[config.mk]
export PLATFORM = sky130hd
export DESIGN_NAME = pipe_if_fetch
export DESIGN_NICKNAME = d
export VERILOG_FILES = /design/src/rtl/pipe_if_pkg.sv /design/src/rtl/pipe_if_fifo.sv /design/src/rtl/pipe_if_fetch.sv
export SDC_FILE = /design/constraint.sdc
export NUM_CORES = 1
export LEC_CHECK = 0
export ABC_AREA = 1
export BUFFER_PORTS_ARGS = -buffer_cell sky130_fd_sc_hd__buf_2
export CORE_MARGIN = 4
export CORE_UTILIZATION = 40
export CTS_CLUSTER_DIAMETER = 30
export DETAILED_ROUTE_END_ITERATION = 8
export HOLD_SLACK_MARGIN = 0.15
export PLACE_DENSITY = 0.69
export RECOVER_POWER = 50
export SLEW_MARGIN = 20
export SYNTH_ARGS = -nofsm -noshare
export SYNTH_HDL_FRONTEND = slang
export SYNTH_HIERARCHICAL = 1
export SYNTH_SLANG_ARGS = --single-unit
[constraint.sdc]
create_clock -name clk -period 4.3 [get_ports clk]
set_clock_uncertainty 0.2 [all_clocks]
set_input_delay 0.43 -clock clk [delete_from_list [all_inputs] [get_ports clk]]
set_output_delay 0.43 -clock clk [all_outputs]
set_load 0.03 [all_outputs]
[src/rtl/pipe_if_pkg.sv]
// Shared types and constants for the instruction-fetch block.
// IF_FETCH_ERR_EN widens each prefetch entry with a fault bit.
package pipe_if_pkg;

  typedef enum logic [1:0] {
    IDLE  = 2'd0,
    WAIT  = 2'd1,
    DRAIN = 2'd2,
    HALT  = 2'd3
  } if_state_e;

  localparam logic [31:0] PC_STEP_DEFAULT = 32'd4;

`ifdef IF_FETCH_ERR_EN
  localparam int ENTRY_W = 65;
`else
  localparam int ENTRY_W = 64;
`endif

  // The add wraps modulo 2^32, so 32'hFFFFFFFC + 4 gives 0.
  function automatic logic [31:0] pc_add(input logic [31:0] a, input logic [31:0] b);
    return a + b;
  endfunction

endpackage

[src/rtl/pipe_if_fifo.sv]
// Prefetch FIFO between fetch and decode. Flush beats push and pop;
// the head reads as zero while the FIFO is empty.
module pipe_if_fifo #(
  parameter int DEPTH = 2,
  parameter int W     = 64
) (
  input  logic                   clk,
  input  logic                   rst,
  input  logic                   push,
  input  logic [W-1:0]           push_data,
  input  logic                   pop,
  input  logic                   flush,
  output logic [W-1:0]           head_data,
  output logic                   head_valid,
  output logic [$clog2(DEPTH):0] count
);

  localparam int AW = $clog2(DEPTH);

  logic [W-1:0]  mem_q [DEPTH];
  logic [AW-1:0] rd_ptr_q, rd_ptr_d;
  logic [AW-1:0] wr_ptr_q, wr_ptr_d;
  logic [AW:0]   count_q, count_d;
  logic          do_push, do_pop, full;

  assign full = (count_q == (AW+1)'(DEPTH));

  always_comb begin
    do_pop   = pop & ~flush & (count_q != '0);
    do_push  = push & ~flush & (~full | do_pop);
    rd_ptr_d = rd_ptr_q;
    wr_ptr_d = wr_ptr_q;
    count_d  = count_q;
    if (flush) begin
      rd_ptr_d = '0;
      wr_ptr_d = '0;
      count_d  = '0;
    end else begin
      if (do_push) wr_ptr_d = wr_ptr_q + 1'b1;
      if (do_pop)  rd_ptr_d = rd_ptr_q + 1'b1;
      count_d = count_q + (AW+1)'(do_push) - (AW+1)'(do_pop);
    end
  end

  always_ff @(posedge clk or posedge rst) begin
    if (rst) begin
      rd_ptr_q <= '0;
      wr_ptr_q <= '0;
      count_q  <= '0;
    end else begin
      rd_ptr_q <= rd_ptr_d;
      wr_ptr_q <= wr_ptr_d;
      count_q  <= count_d;
    end
  end

  // Storage needs no reset: nothing is visible unless count says so.
  always_ff @(posedge clk) begin
    if (do_push) mem_q[wr_ptr_q] <= push_data;
  end

  assign head_valid = (count_q != '0);
  assign head_data  = head_valid ? mem_q[rd_ptr_q] : '0;
  assign count      = count_q;

endmodule

[src/rtl/pipe_if_fetch.sv]
// Instruction-fetch control: one outstanding imem fetch, prefetch FIFO to decode,
// redirect flush/squash. IF_FETCH_ERR_EN adds imem_err/id_fault and the HALT state.
module pipe_if_fetch
  import pipe_if_pkg::*;
#(
  parameter int          DEPTH   = 2,
  parameter logic [31:0] PC_STEP = PC_STEP_DEFAULT
) (
  input  logic        clk,
  input  logic        clr,
  input  logic [31:0] pc,
  output logic [31:0] npc,
  output logic        install,
  output logic        imem_req,
  output logic [31:0] imem_addr,
  input  logic        imem_ack,
  input  logic [31:0] imem_rdata,
`ifdef IF_FETCH_ERR_EN
  input  logic        imem_err,
  output logic        id_fault,
`endif
  input  logic        redirect,
  input  logic [31:0] redirect_pc,
  output logic        id_valid,
  input  logic        id_ready,
  output logic [31:0] id_inst,
  output logic [31:0] id_pc
);

  localparam int CW = $clog2(DEPTH) + 1;

  if_state_e          state_q, state_d;
  logic [CW-1:0]      fifo_count;
  logic               fifo_room;
  logic               fifo_push;
  logic               ack_err;
  logic [ENTRY_W-1:0] push_entry;
  logic [ENTRY_W-1:0] head_entry;

  assign fifo_room = (fifo_count != CW'(DEPTH));

`ifdef IF_FETCH_ERR_EN
  assign ack_err    = imem_err;
  assign push_entry = {imem_err, pc, imem_rdata};
  assign id_fault   = head_entry[64];
`else
  assign ack_err    = 1'b0;
  assign push_entry = {pc, imem_rdata};
`endif

  always_ff @(posedge clk or posedge clr) begin
    if (clr) state_q <= IDLE;
    else     state_q <= state_d;
  end

  always_comb begin
    state_d = state_q;
    case (state_q)
      IDLE:  if (!redirect && fifo_room) state_d = WAIT;
      WAIT: begin
        if (imem_ack)      state_d = (!redirect && ack_err) ? HALT : IDLE;
        else if (redirect) state_d = DRAIN;
      end
      DRAIN: if (imem_ack) state_d = IDLE;
`ifdef IF_FETCH_ERR_EN
      HALT:  if (redirect) state_d = IDLE;
`endif
      default: state_d = IDLE;
    endcase
  end

  // The request in WAIT stays up through a redirect so the memory handshake
  // completes; its data is dropped and DRAIN absorbs a late ack.
  always_comb begin
    imem_req  = 1'b0;
    install   = 1'b0;
    fifo_push = 1'b0;
    npc       = pc_add(pc, PC_STEP);
    case (state_q)
      IDLE: imem_req = !redirect && fifo_room;
      WAIT: begin
        imem_req = 1'b1;
        if (imem_ack && !redirect) begin
          fifo_push = 1'b1;
          install   = 1'b1;
        end
      end
      default: ;
    endcase
    if (redirect) begin
      install = 1'b1;
      npc     = redirect_pc;
    end
    if (clr) begin
      imem_req  = 1'b0;
      install   = 1'b0;
      fifo_push = 1'b0;
    end
  end

  assign imem_addr = pc;

  pipe_if_fifo #(
    .DEPTH (DEPTH),
    .W     (ENTRY_W)
  ) u_fifo (
    .clk        (clk),
    .rst        (clr),
    .push       (fifo_push),
    .push_data  (push_entry),
    .pop        (id_valid & id_ready),
    .flush      (redirect),
    .head_data  (head_entry),
    .head_valid (id_valid),
    .count      (fifo_count)
  );

  assign id_inst = head_entry[31:0];
  assign id_pc   = head_entry[63:32];

endmodule

Word level (Yosys, flattened, before mapping)
Memories as Yosys holds them, arrays and structs flattened.
Cells that the tools add are included.
{ "word_totals": {"elab_cells": 54, "regBits": 6, "mem_count": 1, "input_bits": 101, "ram_bits": 128} }
{ "mem_list": {"columns": ["name", "words", "width", "rd", "rd_ports_with_merged_regs", "wr", "line_no", "rtl"], "rows": [
  ["u_fifo.mem_q", 2, 64, 1, 0, 1, "pipe_if_fifo.sv:20", "logic [W-1:0] mem_q [DEPTH];"]
]} }
{ "op_classes": {"add_sub_neg": 5, "reduce_logical": 8, "bitwise_logic": 8, "n_eq_ne": 7, "n_mux": 21} }
{ "op_table": {"columns": ["operator", "count"], "rows": [
  ["$mux 64", 1],
  ["$add 32x3->32 const B", 1],
  ["$mux 32", 1],
  ["$mux 1", 12],
  ["$mux 2", 5],
  ["$ne 2x2->1 const B", 3],
  ["$pmux 2 s3", 1],
  ["$reduce_bool 2->1", 3],
  ["$and 1x1->1", 5],
  ["$eq 2x2->1 const B", 2],
  ["$ne 3x3->1 const B", 1],
  ["$reduce_and 3->1", 1],
  ["$add 1x1->1 const B", 2],
  ["$add 2x1->2", 1],
  ["$eq 2x1->1 const B", 1],
  ["$logic_and 1x1->1", 2],
  ["$logic_not 2->1", 1],
  ["$not 1->1", 2],
  ["$pmux 1 s2", 1],
  ["$sub 2x1->2", 1],
  ["$logic_not 1->1", 1],
  ["$or 1x1->1", 1]
]} }

Logic depth before layout (Yosys ltp)
Gate-level depths: netlist of run 1.
{ "depth": {"ltp_word": 10, "ltp_mapped": 13, "depth_no_buf": 13} }

Hierarchy
Netlist of run 1, hierarchy kept.
{ "modules_own_cells": {"columns": ["module", "n_inst", "seq_area_each_um2", "cells_each", "area_each_um2"], "rows": [
  ["pipe_if_fifo", 1, 3943.8, 380, 5048.6],
  ["pipe_if_fetch", 1, 50.0, 328, 1660.3]
]} }

Least setup slack after synthesis of run 1
OpenSTA, ideal clock, no wires.
{ "synth_timing": {"kind": "input-to-reg", "from": "input redirect", "to": "memory u_fifo.mem_q[1][0] (enable)", "t_arrival_ps": 3801, "required_ps": 3614, "path_slack_ps": -187, "n_path_buf": 2, "path_stages": 7, "cell_sequence": "buf_2 buf_1 nor2_1 inv_1 nor2_1 nand2_1 nor2_1"} }
{ "synth_between": {"elab_chain_len": 9} }
{ "synth_rtl": {"columns": ["item", "line_no", "rtl"], "rows": [
  ["from (decl)", "pipe_if_fetch.sv:22", "input logic redirect,"],
  ["$logic_not 1->1", "pipe_if_fetch.sv:83", "if (imem_ack && !redirect) begin"],
  ["$logic_and 1x1->1", "pipe_if_fetch.sv:83", null],
  ["$mux 1", "pipe_if_fetch.sv:83", null],
  ["$mux 1", "pipe_if_fetch.sv:79", "case (state_q)"],
  ["$mux 1", "pipe_if_fetch.sv:94", "if (clr) begin"],
  ["net fifo_push", "pipe_if_fetch.sv:35", "logic fifo_push;"],
  ["$and 1x1->1 (2 in a row)", "pipe_if_fifo.sv:30", "do_push = push & ~flush & (~full | do_pop);"],
  ["$mux 1", "pipe_if_fifo.sv:59", "if (do_push) mem_q[wr_ptr_q] <= push_data;"],
  ["$mux 1 (not written as such)", "pipe_if_fifo.sv:59", null],
  ["to (decl)", "pipe_if_fifo.sv:20", null]
]} }
The timed path passes the listed nets, and every way through them passes these cells.

Worst setup path in the final report of run 1
{ "layout_timing": {"from": "input redirect", "to": "memory u_fifo.mem_q[0][9] (enable)"} }
The elaborated chain is that of the path after synthesis.

==> out/qor.txt, run 1 <==
STATUS
---------------------------------------------------------------------------------
Result of the run                                                    complete, but fails checks
Violated checks                                                      capacitance limit, slew limit

STA
---------------------------------------------------------------------------------
Unrepaired setup endpoints after global routing                                no
Fmax achieved                                                           0.288 GHz
Final period demand of the worst path                                     3.47 ns
Aggregate negative setup slack                                               0 ns
Final worst slack                                                        0.830 ns
Setup violators final                                                           0
Final Hold Violating Endpoints                                                  0
Part of the cycle the worst path needs                                      0.807
Pins over their slew limit                                                     98
Pin slew with the least headroom to its limit                             1.76 ns
Relative slew slack                                                        -0.172

FINAL LAYOUT
---------------------------------------------------------------------------------
Net count of the finished layout                                            1,076
Diodes inserted                                                                 0
Number of filler cells placed in the layout                                 1,496
Area Overhead vs Synth                                                      33.0%
Fraction of final layout cells sized beyond drive strength 1                0.211
Post-route cell area                                                   8920 sq um
Final core utilization                                                      0.540

SYNTH
---------------------------------------------------------------------------------
Synth Flop Type                                                      sky130_fd_sc_hd__edfxtp_1
Post-synth EDFFs                                                              128
Number of unique standard cell types used by synthesis                         30
Share of async-settable or async-resettable flops after synthesis          0.0448
Post-Synthesis Cells                                                          708
Share of the yosys chip area belonging to registers                         0.595
Flops & latches, synth                                                        134
Portion of synthesized cell area occupied by the leading cell type          0.573
Cell types with the largest area share after synthesis               sky130_fd_sc_hd__edfxtp_1 57%, sky130_fd_sc_hd__nand2_1 15%, sky130_fd_sc_hd__a21oi_1 5.1%
Mean Syn Cell Area                                                     9.48 sq um
Post-Synthesis Net Count                                                      812
Synthesized area                                                       6710 sq um
Most common cell in the synthesized netlist                          sky130_fd_sc_hd__nand2_1
Total of warnings raised by yosys                                               6
Most used standard cells in the synthesized netlist                  272 x sky130_fd_sc_hd__nand2_1, 128 x sky130_fd_sc_hd__edfxtp_1, 69 x sky130_fd_sc_hd__a21oi_1
Leading area contributor after synthesis                             sky130_fd_sc_hd__edfxtp_1

POWER
---------------------------------------------------------------------------------
Ratio of total power to cell area                                     371 nW/um^2
Leakage power                                                             3.79 nW
Final Total Pwr                                                           3.31 mW
Net Sw Frac                                                                 0.234
Comb power frac                                                             0.113
Clock network power share                                                   0.449
Maximum VDD drop                                                           255 uV
Int Pwr                                                                   2.53 mW
Sequential cell fraction of total power                                     0.438
Power spent charging and discharging nets                                  774 uW

ROUTING
---------------------------------------------------------------------------------
Number of nets still failing antenna checks after routing                       0
Drt drc                                                                         0
Total routed wirelength                                                 18,200 um
Detail-routed via count per cell                                             4.70
Average wire length per cell after detail routing                         15.1 um
First-pass iteration count of the detailed router                               7
Routed vias                                                                 5,654
Initial DRC count                                                             208

CRITICAL PATH
---------------------------------------------------------------------------------
Worst R2R Start                                                        state_q[0]
Type of the setup path with the least slack                                in2reg
Largest fanout on the critical path                                            64
Critical path arrival                                                     3.06 ns
CP startpoint                                                            redirect
Startpoint types                                                       input port
Worst EP required                                                         3.89 ns
Element type at the critical path end                                    register

HOLD PATH
---------------------------------------------------------------------------------
Launch instance of the worst min-delay path                              id_ready
Hold WC Path Type                                                          in2reg

GLOBAL ROUTE
---------------------------------------------------------------------------------
First-pass GRT wire length                                              27,500 um
Pin count of the biggest net entering global routing                           66
Initial antenna violation count                                                 0
Via count of the first global-routing pass                                  5,366
Leftover overflow at the end of global routing                                  0
Total Routing Usage GR                                                      0.191

CLOCK TREE
---------------------------------------------------------------------------------
TritonCTS clock tree                                                         done
Buffer cell driving the clock tree root                              sky130_fd_sc_hd__clkbuf_16
TritonCTS Buffers                                                              17
Number of gates given a new drive strength after cts                            0
Depth of the CTS H-tree                                                         4
Worst-skew pair later-pin latency                                         0.40 ns
Number of clock sinks seen by CTS                                             134
Clock-pin transition on the worst setup and hold timing paths             0.06 ns
Maximum buffer depth of the clock tree                                          2

PLACEMENT
---------------------------------------------------------------------------------
DP Wirelength                                                           11,800 um
RePlAce Congestion                                                          0.840
Port Buffers                                                                  231
Placed Instance Area                                                   7790 sq um
DP Worst Slack                                                            1.76 ns

JOB
---------------------------------------------------------------------------------
Max-cap violations                                                              2

FLOORPLANNING
---------------------------------------------------------------------------------
Total I/O pin count                                                           232
Die Area                                                             18,900 sq um
Core region area                                                     16,500 sq um
Horizontal die dimension                                                   138 um
Height of the die                                                          138 um
Std-Cell Rows                                                                  47
Starting density of the core                                                0.406

==> worst max-delay path, cell delays in order <==
cell	delay (ns)
sky130_fd_sc_hd__clkbuf_1	1.12
sky130_fd_sc_hd__nor2_1	0.11
sky130_fd_sc_hd__inv_1	0.10
sky130_fd_sc_hd__nor2_1	0.06
sky130_fd_sc_hd__nand3_1	0.21
sky130_fd_sc_hd__clkinv_1	0.07
sky130_fd_sc_hd__clkbuf_2	0.93
==> state kept, by name, indices dropped and copies added (netlist names) <==
name / flops
state_q: 2
u_fifo/rd_ptr_q: 1
u_fifo/wr_ptr_q: 1
u_fifo/mem_q: 128
u_fifo/count: 2
==> through the flow <==
stage               hold slack [ns]  std cells
floorplan                   -0.0204        708
global placement              0.128       1108
detailed placement            0.126       1108
CTS                           0.159       1204
global route                  0.201       1204
finish                        0.193       1204
==> power by group through the flow <==
stage	sequential (mW)	combinational (mW)	clock (mW)
2_1_floorplan	1.47	0.216	0
3_3_place_gp	1.47	0.339	0
3_5_place_dp	1.47	0.341	0
4_1_cts	1.45	0.387	1.52
5_1_grt	1.45	0.407	1.58
6_report	1.45	0.374	1.48
==> path summary, 6_finish.rpt <==
kind / slack [ns] / end / depth (start not counted)
max in group asynchronous: 3.44 / u_fifo/rd_ptr_q / 3
max: 0.83 / u_fifo/mem_q[0][9] / 7
max reg2reg: 1.21 / u_fifo/mem_q[0][9] / 9
min: 0.19 / u_fifo/rd_ptr_q / 5
min in group asynchronous: 0.27 / state_q[1] / 3
min reg2reg: 0.33 / state_q[1] / 1
==> metal layers <==
| layer | up-vias | wire length [um] | part of all wire | GRT usage |
|---|---|---|---|---|
| met5 | - | 0 | 0 | 0 |
| met4 | 0 | 412 | 0.023 | 0.0732 |
| met3 | 31 | 1070 | 0.059 | 0.0387 |
| met2 | 203 | 9010 | 0.49 | 0.322 |
| met1 | 2586 | 7710 | 0.42 | 0.242 |
| li1 | 2834 | - | - | - |
==> area by class of cell <==
cell class / instances / area (sq um) / share of cell area
timing repair buffer: 304 / 1750 / 0.196
multi-input combinational: 473 / 2140 / 0.240
inverter: 42 / 158 / 0.0177
tap: 220 / 275 / 0.0309
clock inverter: 13 / 181 / 0.0203
sequential: 134 / 4000 / 0.448
clock buffer: 18 / 429 / 0.0481
==> layout by cell type (no fill, tap or decap), types with 4 or more instances in the layout <==
cell,instances
sky130_fd_sc_hd__nand2_2,8
sky130_fd_sc_hd__bufinv_16,4
sky130_fd_sc_hd__o21ai_0,10
sky130_fd_sc_hd__nor2_1,41
sky130_fd_sc_hd__inv_2,5
sky130_fd_sc_hd__dlygate4sd3_1,65
sky130_fd_sc_hd__nand2_1,272
sky130_fd_sc_hd__inv_1,35
sky130_fd_sc_hd__clkbuf_16,17
sky130_fd_sc_hd__nand3_1,37
sky130_fd_sc_hd__clkbuf_1,94
sky130_fd_sc_hd__edfxtp_1,128
sky130_fd_sc_hd__buf_2,138
sky130_fd_sc_hd__nor2_4,9
sky130_fd_sc_hd__buf_4,6
sky130_fd_sc_hd__dfrtp_1,5
sky130_fd_sc_hd__a21oi_1,69
sky130_fd_sc_hd__nor2_2,6
==> cells by family (layout without fill, tap and decap cells) <==
family,after synthesis,after routing,share of synthesized area
DFF,134,134,0.595
xor gates and xnor gates,2,2,0.00261
adders and majority gates,3,3,0.00560
and+or+nand+nor,385,385,0.247
buffers and inverters,101,377,0.0871
AOI/OAI and AO/OA,83,83,0.0629
==> repair_timing <==
item,CTS,global route
buffers inserted,0,0
hold buffers,65,0
hold endpoints to repair,134,0
(Power assumes the default switching activity.)
==> run 2: changes to the inputs <==
--- a/config.mk
+++ b/config.mk
@@ -12,7 +12,7 @@
 export CTS_CLUSTER_DIAMETER = 30
 export DETAILED_ROUTE_END_ITERATION = 8
 export HOLD_SLACK_MARGIN = 0.15
-export PLACE_DENSITY = 0.69
+export PLACE_DENSITY = 0.66
 export RECOVER_POWER = 50
 export SLEW_MARGIN = 20
 export SYNTH_ARGS = -nofsm -noshare
==> constraint.sdc (replaced) <==
create_clock -name clk -period 3.57 [get_ports clk]
set_clock_uncertainty 0.2 [all_clocks]
set_input_delay 0.357 -clock clk [delete_from_list [all_inputs] [get_ports clk]]
set_output_delay 0.357 -clock clk [all_outputs]
set_load 0.03 [all_outputs]
==> run 2 against run 1 <==
The flow now finishes without violations. Setup slack worse by 0.32 ns. Final cell count grew 0.17%. Worst hold slack hardly changed. Power rose by 16%. Sequential cell count unchanged. Via count grew 0.11%. Global-route usage is 0.077 points higher. Design area shrank 0.13%. Highest routed layer unchanged.
==> out/qor.txt, run 2 (synthesis results as in run 1) <==
STA
----------------------------------------------------------------------------
Relative slew slack                                                   0.0164
Fmax achieved                                                      0.327 GHz
Final Hold Violating Endpoints                                             0
Final worst slack                                                   0.513 ns
Setup violators final                                                      0
Part of the cycle the worst path needs                                 0.856
Aggregate negative setup slack                                          0 ns
Pins over their slew limit                                                 0
Pin slew with the least headroom to its limit                        1.48 ns
Final period demand of the worst path                                3.06 ns
Unrepaired setup endpoints after global routing                           no

CRITICAL PATH
----------------------------------------------------------------------------
Type of the setup path with the least slack                           in2out
Chain of cells forming the critical path                        dlygate4sd3_1 -> clkbuf_1 -> ha_1 -> nand2_1 -> nor2_8 -> nand2_4 -> nor2_2 -> or2_1 -> nand3_1 -> nand2_1 -> buf_2
Element type at the critical path end                            output port
Largest fanout on the critical path                                        6
Worst EP required                                                    3.01 ns
Critical path arrival                                                2.50 ns
Startpoint types                                                  input port
Largest delay contributor family on the critical path           simple AND/OR/NAND/NOR gates
Maximum cell stage delay along the critical path                     0.52 ns
Buf+Inv Stages, Crit Path                                                  3
Crit path top cell by count                                     sky130_fd_sc_hd__nand2_1
Cell at the slowest stage of the critical path                  sky130_fd_sc_hd__dlygate4sd3_1

CLOCK TREE
----------------------------------------------------------------------------
Post-CTS setup buffers                                                     0
Worst-skew pair later-pin latency                                    0.41 ns
Maximum buffer depth of the clock tree                                     2
Clock-pin transition on the worst setup and hold timing paths        0.06 ns
Number of clock sinks seen by CTS                                        134
Number of gates given a new drive strength after cts                       0
TritonCTS Buffers                                                         17
Post-CTS Hold Fix Bufs                                                    67
Depth of the CTS H-tree                                                    4
Buffer cell driving the clock tree root                         sky130_fd_sc_hd__clkbuf_16
TritonCTS clock tree                                                    done

FINAL LAYOUT
----------------------------------------------------------------------------
Register area                                                     4000 sq um
Fraction of final layout cells sized beyond drive strength 1           0.209
Area Overhead vs Synth                                                 32.8%
Leading cell types in the layout, fill and taps excluded        272 x sky130_fd_sc_hd__nand2_1, 141 x sky130_fd_sc_hd__buf_2, 128 x sky130_fd_sc_hd__edfxtp_1, 93 x sky130_fd_sc_hd__clkbuf_1, 69 x sky130_fd_sc_hd__a21oi_1
Number of filler cells placed in the layout                            1,519
Most common cell after layout, fill and taps aside              sky130_fd_sc_hd__nand2_1
Final core utilization                                                 0.539
Net count of the finished layout                                       1,077
Area of the multi-input gates                                     2140 sq um
Register with the most flip-flops                               u_fifo/mem_q
Max FFs per register                                                     128
Diodes inserted                                                            0

ROUTING
----------------------------------------------------------------------------
Detail-routed via count per cell                                        4.69
First-pass iteration count of the detailed router                          7
Number of nets still failing antenna checks after routing                  0
Initial DRC count                                                        344
Routed vias                                                            5,660
Average wire length per cell after detail routing                    15.0 um
Total routed wirelength                                            18,100 um
Drt drc                                                                    0

STATUS
----------------------------------------------------------------------------
Result of the run                                                  completed

POWER
----------------------------------------------------------------------------
Ratio of total power to cell area                                430 nW/um^2
Final Total Pwr                                                      3.83 mW
Leakage power                                                        3.78 nW
Maximum VDD drop                                                      312 uV

JOB
----------------------------------------------------------------------------
Max-cap violations                                                         0

GLOBAL ROUTE
----------------------------------------------------------------------------
First-pass GRT wire length                                         27,600 um
Via count of the first global-routing pass                             5,410
Total Routing Usage GR                                                 0.192
Initial antenna violation count                                            0
Leftover overflow at the end of global routing                             0
Pin count of the biggest net entering global routing                      66

FLOORPLANNING
----------------------------------------------------------------------------
Std-Cell Rows                                                             47
Horizontal die dimension                                              138 um
Starting density of the core                                           0.406
Height of the die                                                     138 um
Die Area                                                        18,900 sq um
Total I/O pin count                                                      232
Core region area                                                16,500 sq um

PLACEMENT
----------------------------------------------------------------------------
DP Worst Slack                                                      0.773 ns
Port Buffers                                                             231
RePlAce Congestion                                                     0.799
DP Wirelength                                                      12,100 um

HOLD PATH
----------------------------------------------------------------------------
Hold WC Path Type                                                   in2async

run 2: power breakdown:
part / leakage, nW / switching, mW / total [mW] / internal (mW)
clock: 0.267 / 0.616 / 1.63 / 1.02
sequential: 1.23 / 0.00479 / 1.74 / 1.74
combinational: 2.28 / 0.300 / 0.450 / 0.150
run 2: area by class of cell:
cell class	instances	share of cell area
clock inverters	14	0.0150
well taps	220	0.0309
clock buffers	18	0.0482
repair buffers	305	0.200
flip-flops and latches	134	0.448
inverters	42	0.0177
multi-input cells	473	0.240
run 2: routing by layer:
layer / global-route usage / vias to the layer above / wire length, um
met4: 0.0593 / 0 / 167
met2: 0.332 / 217 / 9270
met1: 0.238 / 2584 / 7510
met5: 0 / - / 0
met3: 0.0446 / 17 / 1200
li1: - / 2842 / -
run 2: worst min-delay path: cells and delay by family:
kind | cells | cell delay, ns
buffers and inverters | 3 | 0.78
run 2: final timing paths:
kind | endpoint | from | depth (start not counted) | slack [ns]
worst max-delay path | npc[14] | pc[2] | 11 | 0.51
worst min-delay path | state_q[0] | clr | 3 | 0.19
worst max register to register | u_fifo/mem_q[1][1] | state_q[0] | 9 | 0.69
worst min register to register | state_q[1] | state_q[0] | 1 | 0.32
max in group asynchronous | u_fifo/rd_ptr_q | clr | 3 | 2.77
min in group clk | u_fifo/count[0] | redirect | 2 | 0.22
run 2: stage by stage:
step           instances  cell area (sq um)  hold WS (ns)
2_1_floorplan        708               6710       -0.0934
3_3_place_gp        1107               7800        0.0553
5_1_grt             1206               8910         0.193
3_5_place_dp        1107               7800        0.0588
4_1_cts             1206               9030         0.157
6_report            1206               8910         0.193
==> run 3: changes to the inputs <==
--- a/config.mk
+++ b/config.mk
@@ -12,7 +12,7 @@
 export CTS_CLUSTER_DIAMETER = 30
 export DETAILED_ROUTE_END_ITERATION = 8
 export HOLD_SLACK_MARGIN = 0.15
-export PLACE_DENSITY = 0.66
+export PLACE_DENSITY_LB_ADDON = 0.3
 export RECOVER_POWER = 50
 export SLEW_MARGIN = 20
 export SYNTH_ARGS = -nofsm -noshare
==> run 3 against run 2 <==
Utilization increased by 0.42 points. Highest routed layer unchanged. Global-route usage up 1.3 points. Routed wire length is 4.9% higher.
==> out/qor.txt, run 3 (synthesis results as in run 1) <==
STATUS
----------------------------------------------------------------------------
Result of the run                                                  completed

FLOORPLANNING
----------------------------------------------------------------------------
Total I/O pin count                                                      232
Horizontal die dimension                                              138 um
Core region area                                                16,500 sq um
Height of the die                                                     138 um
Std-Cell Rows                                                             47
Die Area                                                        18,900 sq um
Starting density of the core                                           0.406

FINAL LAYOUT
----------------------------------------------------------------------------
Post-route cell area                                              8980 sq um
Number of filler cells placed in the layout                            1,510
Most common cell after layout, fill and taps aside              sky130_fd_sc_hd__nand2_1
Register area                                                     4000 sq um
Leading cell types in the layout, fill and taps excluded        272 x sky130_fd_sc_hd__nand2_1, 140 x sky130_fd_sc_hd__buf_2, 128 x sky130_fd_sc_hd__edfxtp_1, 92 x sky130_fd_sc_hd__clkbuf_1, 69 x sky130_fd_sc_hd__a21oi_1
Fraction of final layout cells sized beyond drive strength 1           0.213
Net count of the finished layout                                       1,078
Max FFs per register                                                     128
Register with the most flip-flops                               u_fifo/mem_q
Area of the multi-input gates                                     2140 sq um
Area Overhead vs Synth                                                 33.9%

GLOBAL ROUTE
----------------------------------------------------------------------------
Initial antenna violation count                                            0
Pin count of the biggest net entering global routing                      66
Via count of the first global-routing pass                             5,623
Total Routing Usage GR                                                 0.204
First-pass GRT wire length                                         28,900 um
Leftover overflow at the end of global routing                             0

CRITICAL PATH
----------------------------------------------------------------------------
Largest fanout on the critical path                                        6
Worst EP required                                                    3.01 ns
Critical path arrival                                                2.54 ns
Count of cells along the worst register-to-register path                   9
Type of the setup path with the least slack                           in2out
Element type at the critical path end                            output port
Worst R2R Start                                                   state_q[0]
Startpoint types                                                  input port
Reg-to-reg setup timing slack                                        1.04 ns
RR Endpoint                                                     u_fifo/mem_q[0][15]

CLOCK TREE
----------------------------------------------------------------------------
Buffer cell driving the clock tree root                         sky130_fd_sc_hd__clkbuf_16
Worst-skew pair later-pin latency                                    0.41 ns
Number of clock sinks seen by CTS                                        134
TritonCTS Buffers                                                         17
Post-CTS setup buffers                                                     0
Depth of the CTS H-tree                                                    4
Maximum buffer depth of the clock tree                                     2
Clock-pin transition on the worst setup and hold timing paths        0.06 ns
TritonCTS clock tree                                                    done

PLACEMENT
----------------------------------------------------------------------------
DP Wirelength                                                      12,900 um
RePlAce Congestion                                                     0.813
DP Worst Slack                                                       1.16 ns
Placed Instance Area                                              7820 sq um
Port Buffers                                                             231

HOLD PATH
----------------------------------------------------------------------------
Hold WC Path Type                                                     in2reg
Worst Hold End                                                  u_fifo/count[0]
Launch instance of the worst min-delay path                         redirect
Min-Delay Path Depth                                                       2

ROUTING
----------------------------------------------------------------------------
Total routed wirelength                                            19,000 um
First-pass iteration count of the detailed router                          6
Initial DRC count                                                        329
Routed vias                                                            5,779
Detail-routed via count per cell                                        4.78
Average wire length per cell after detail routing                    15.8 um
Number of nets still failing antenna checks after routing                  0
Drt drc                                                                    0

POWER
----------------------------------------------------------------------------
Net Sw Frac                                                            0.248
Sequential cell fraction of total power                                0.435
Maximum VDD drop                                                      301 uV
Int Pwr                                                              3.01 mW
Ratio of total power to cell area                                446 nW/um^2
Comb power frac                                                        0.114
Clock network power share                                              0.451
Power spent charging and discharging nets                             994 uW
Leakage power                                                        3.82 nW

STA
----------------------------------------------------------------------------
Part of the cycle the worst path needs                                 0.867
Relative slew slack                                                   0.0331
Aggregate negative setup slack                                          0 ns
Fmax achieved                                                      0.323 GHz
Final period demand of the worst path                                3.10 ns
Pins over their slew limit                                                 0
Unrepaired setup endpoints after global routing                           no
Pin slew with the least headroom to its limit                        1.45 ns
Final Hold Violating Endpoints                                             0
Final worst slack                                                   0.474 ns
Setup violators final                                                      0

JOB
----------------------------------------------------------------------------
Max-cap violations                                                         0

-- run 3: final cells by class --
class	count	share of cell area
clock inverters	15	0.0215
flip-flops and latches	134	0.445
diodes	1	0.000279
clock buffers	17	0.0474
multi-input cells	473	0.238
repair buffers	306	0.200
well taps	220	0.0306
inverters	42	0.0176
-- run 3: what timing repair did --
action	CTS	global route
resized for setup	0	0
hold buffers	67	0
hold endpoints to repair	137	0
-- run 3: routing by layer --
metal / wire [um] / share of wire / up-vias / global-route usage
met5: 0 / 0 / - / 0
met4: 288 / 0.015 / 0 / 0.0671
met3: 1470 / 0.077 / 21 / 0.0522
met2: 9310 / 0.49 / 224 / 0.348
met1: 7960 / 0.42 / 2690 / 0.252
li1: - / - / 2844 / -
-- run 3: critical path, stage by stage --
cell and delay (ns):
sky130_fd_sc_hd__dlygate4sd3_1 0.53, sky130_fd_sc_hd__clkbuf_1 0.24, sky130_fd_sc_hd__ha_1 0.21, sky130_fd_sc_hd__nand2_1 0.15, sky130_fd_sc_hd__nor2_8 0.18, sky130_fd_sc_hd__nand2_4 0.11, sky130_fd_sc_hd__nor2_2 0.23, sky130_fd_sc_hd__nand2_1 0.09
sky130_fd_sc_hd__nand2_1 0.06, sky130_fd_sc_hd__nand3_1 0.06, sky130_fd_sc_hd__nand2_1 0.10, sky130_fd_sc_hd__buf_2 0.21
-- run 3: power groups by stage --
stage	Clock (mW)	Combinational, mW	Sequential, mW
final	1.81	0.455	1.74
after global routing	1.92	0.498	1.74
after CTS	1.85	0.473	1.74
after detailed placement	0	0.414	1.77
after global placement	0	0.411	1.77
after floorplan	0	0.261	1.78
-- run 3: through the flow --
stage	hold slack (ns)	instances	util	total power [mW]
floorplan	-0.0934	708	-	2.04
global placement	0.0655	1108	0.473	2.19
detailed placement	0.0683	1108	0.473	2.19
CTS	0.160	1207	0.551	4.06
global route	0.186	1207	0.543	4.16
finish	0.180	1208	0.544	4.00
-- run 3: how the worst max path moves through the flow --
stage | from | endpoint | slack (ns)
2_1_floorplan | redirect | u_fifo/mem_q[1][0] | 0.23
3_3_place_gp | redirect | npc[30] | 1.18
3_5_place_dp | redirect | npc[30] | 1.16
4_1_cts | pc[2] | npc[30] | 0.63
5_1_grt | pc[2] | npc[30] | 0.25
6_report | pc[2] | npc[30] | 0.47
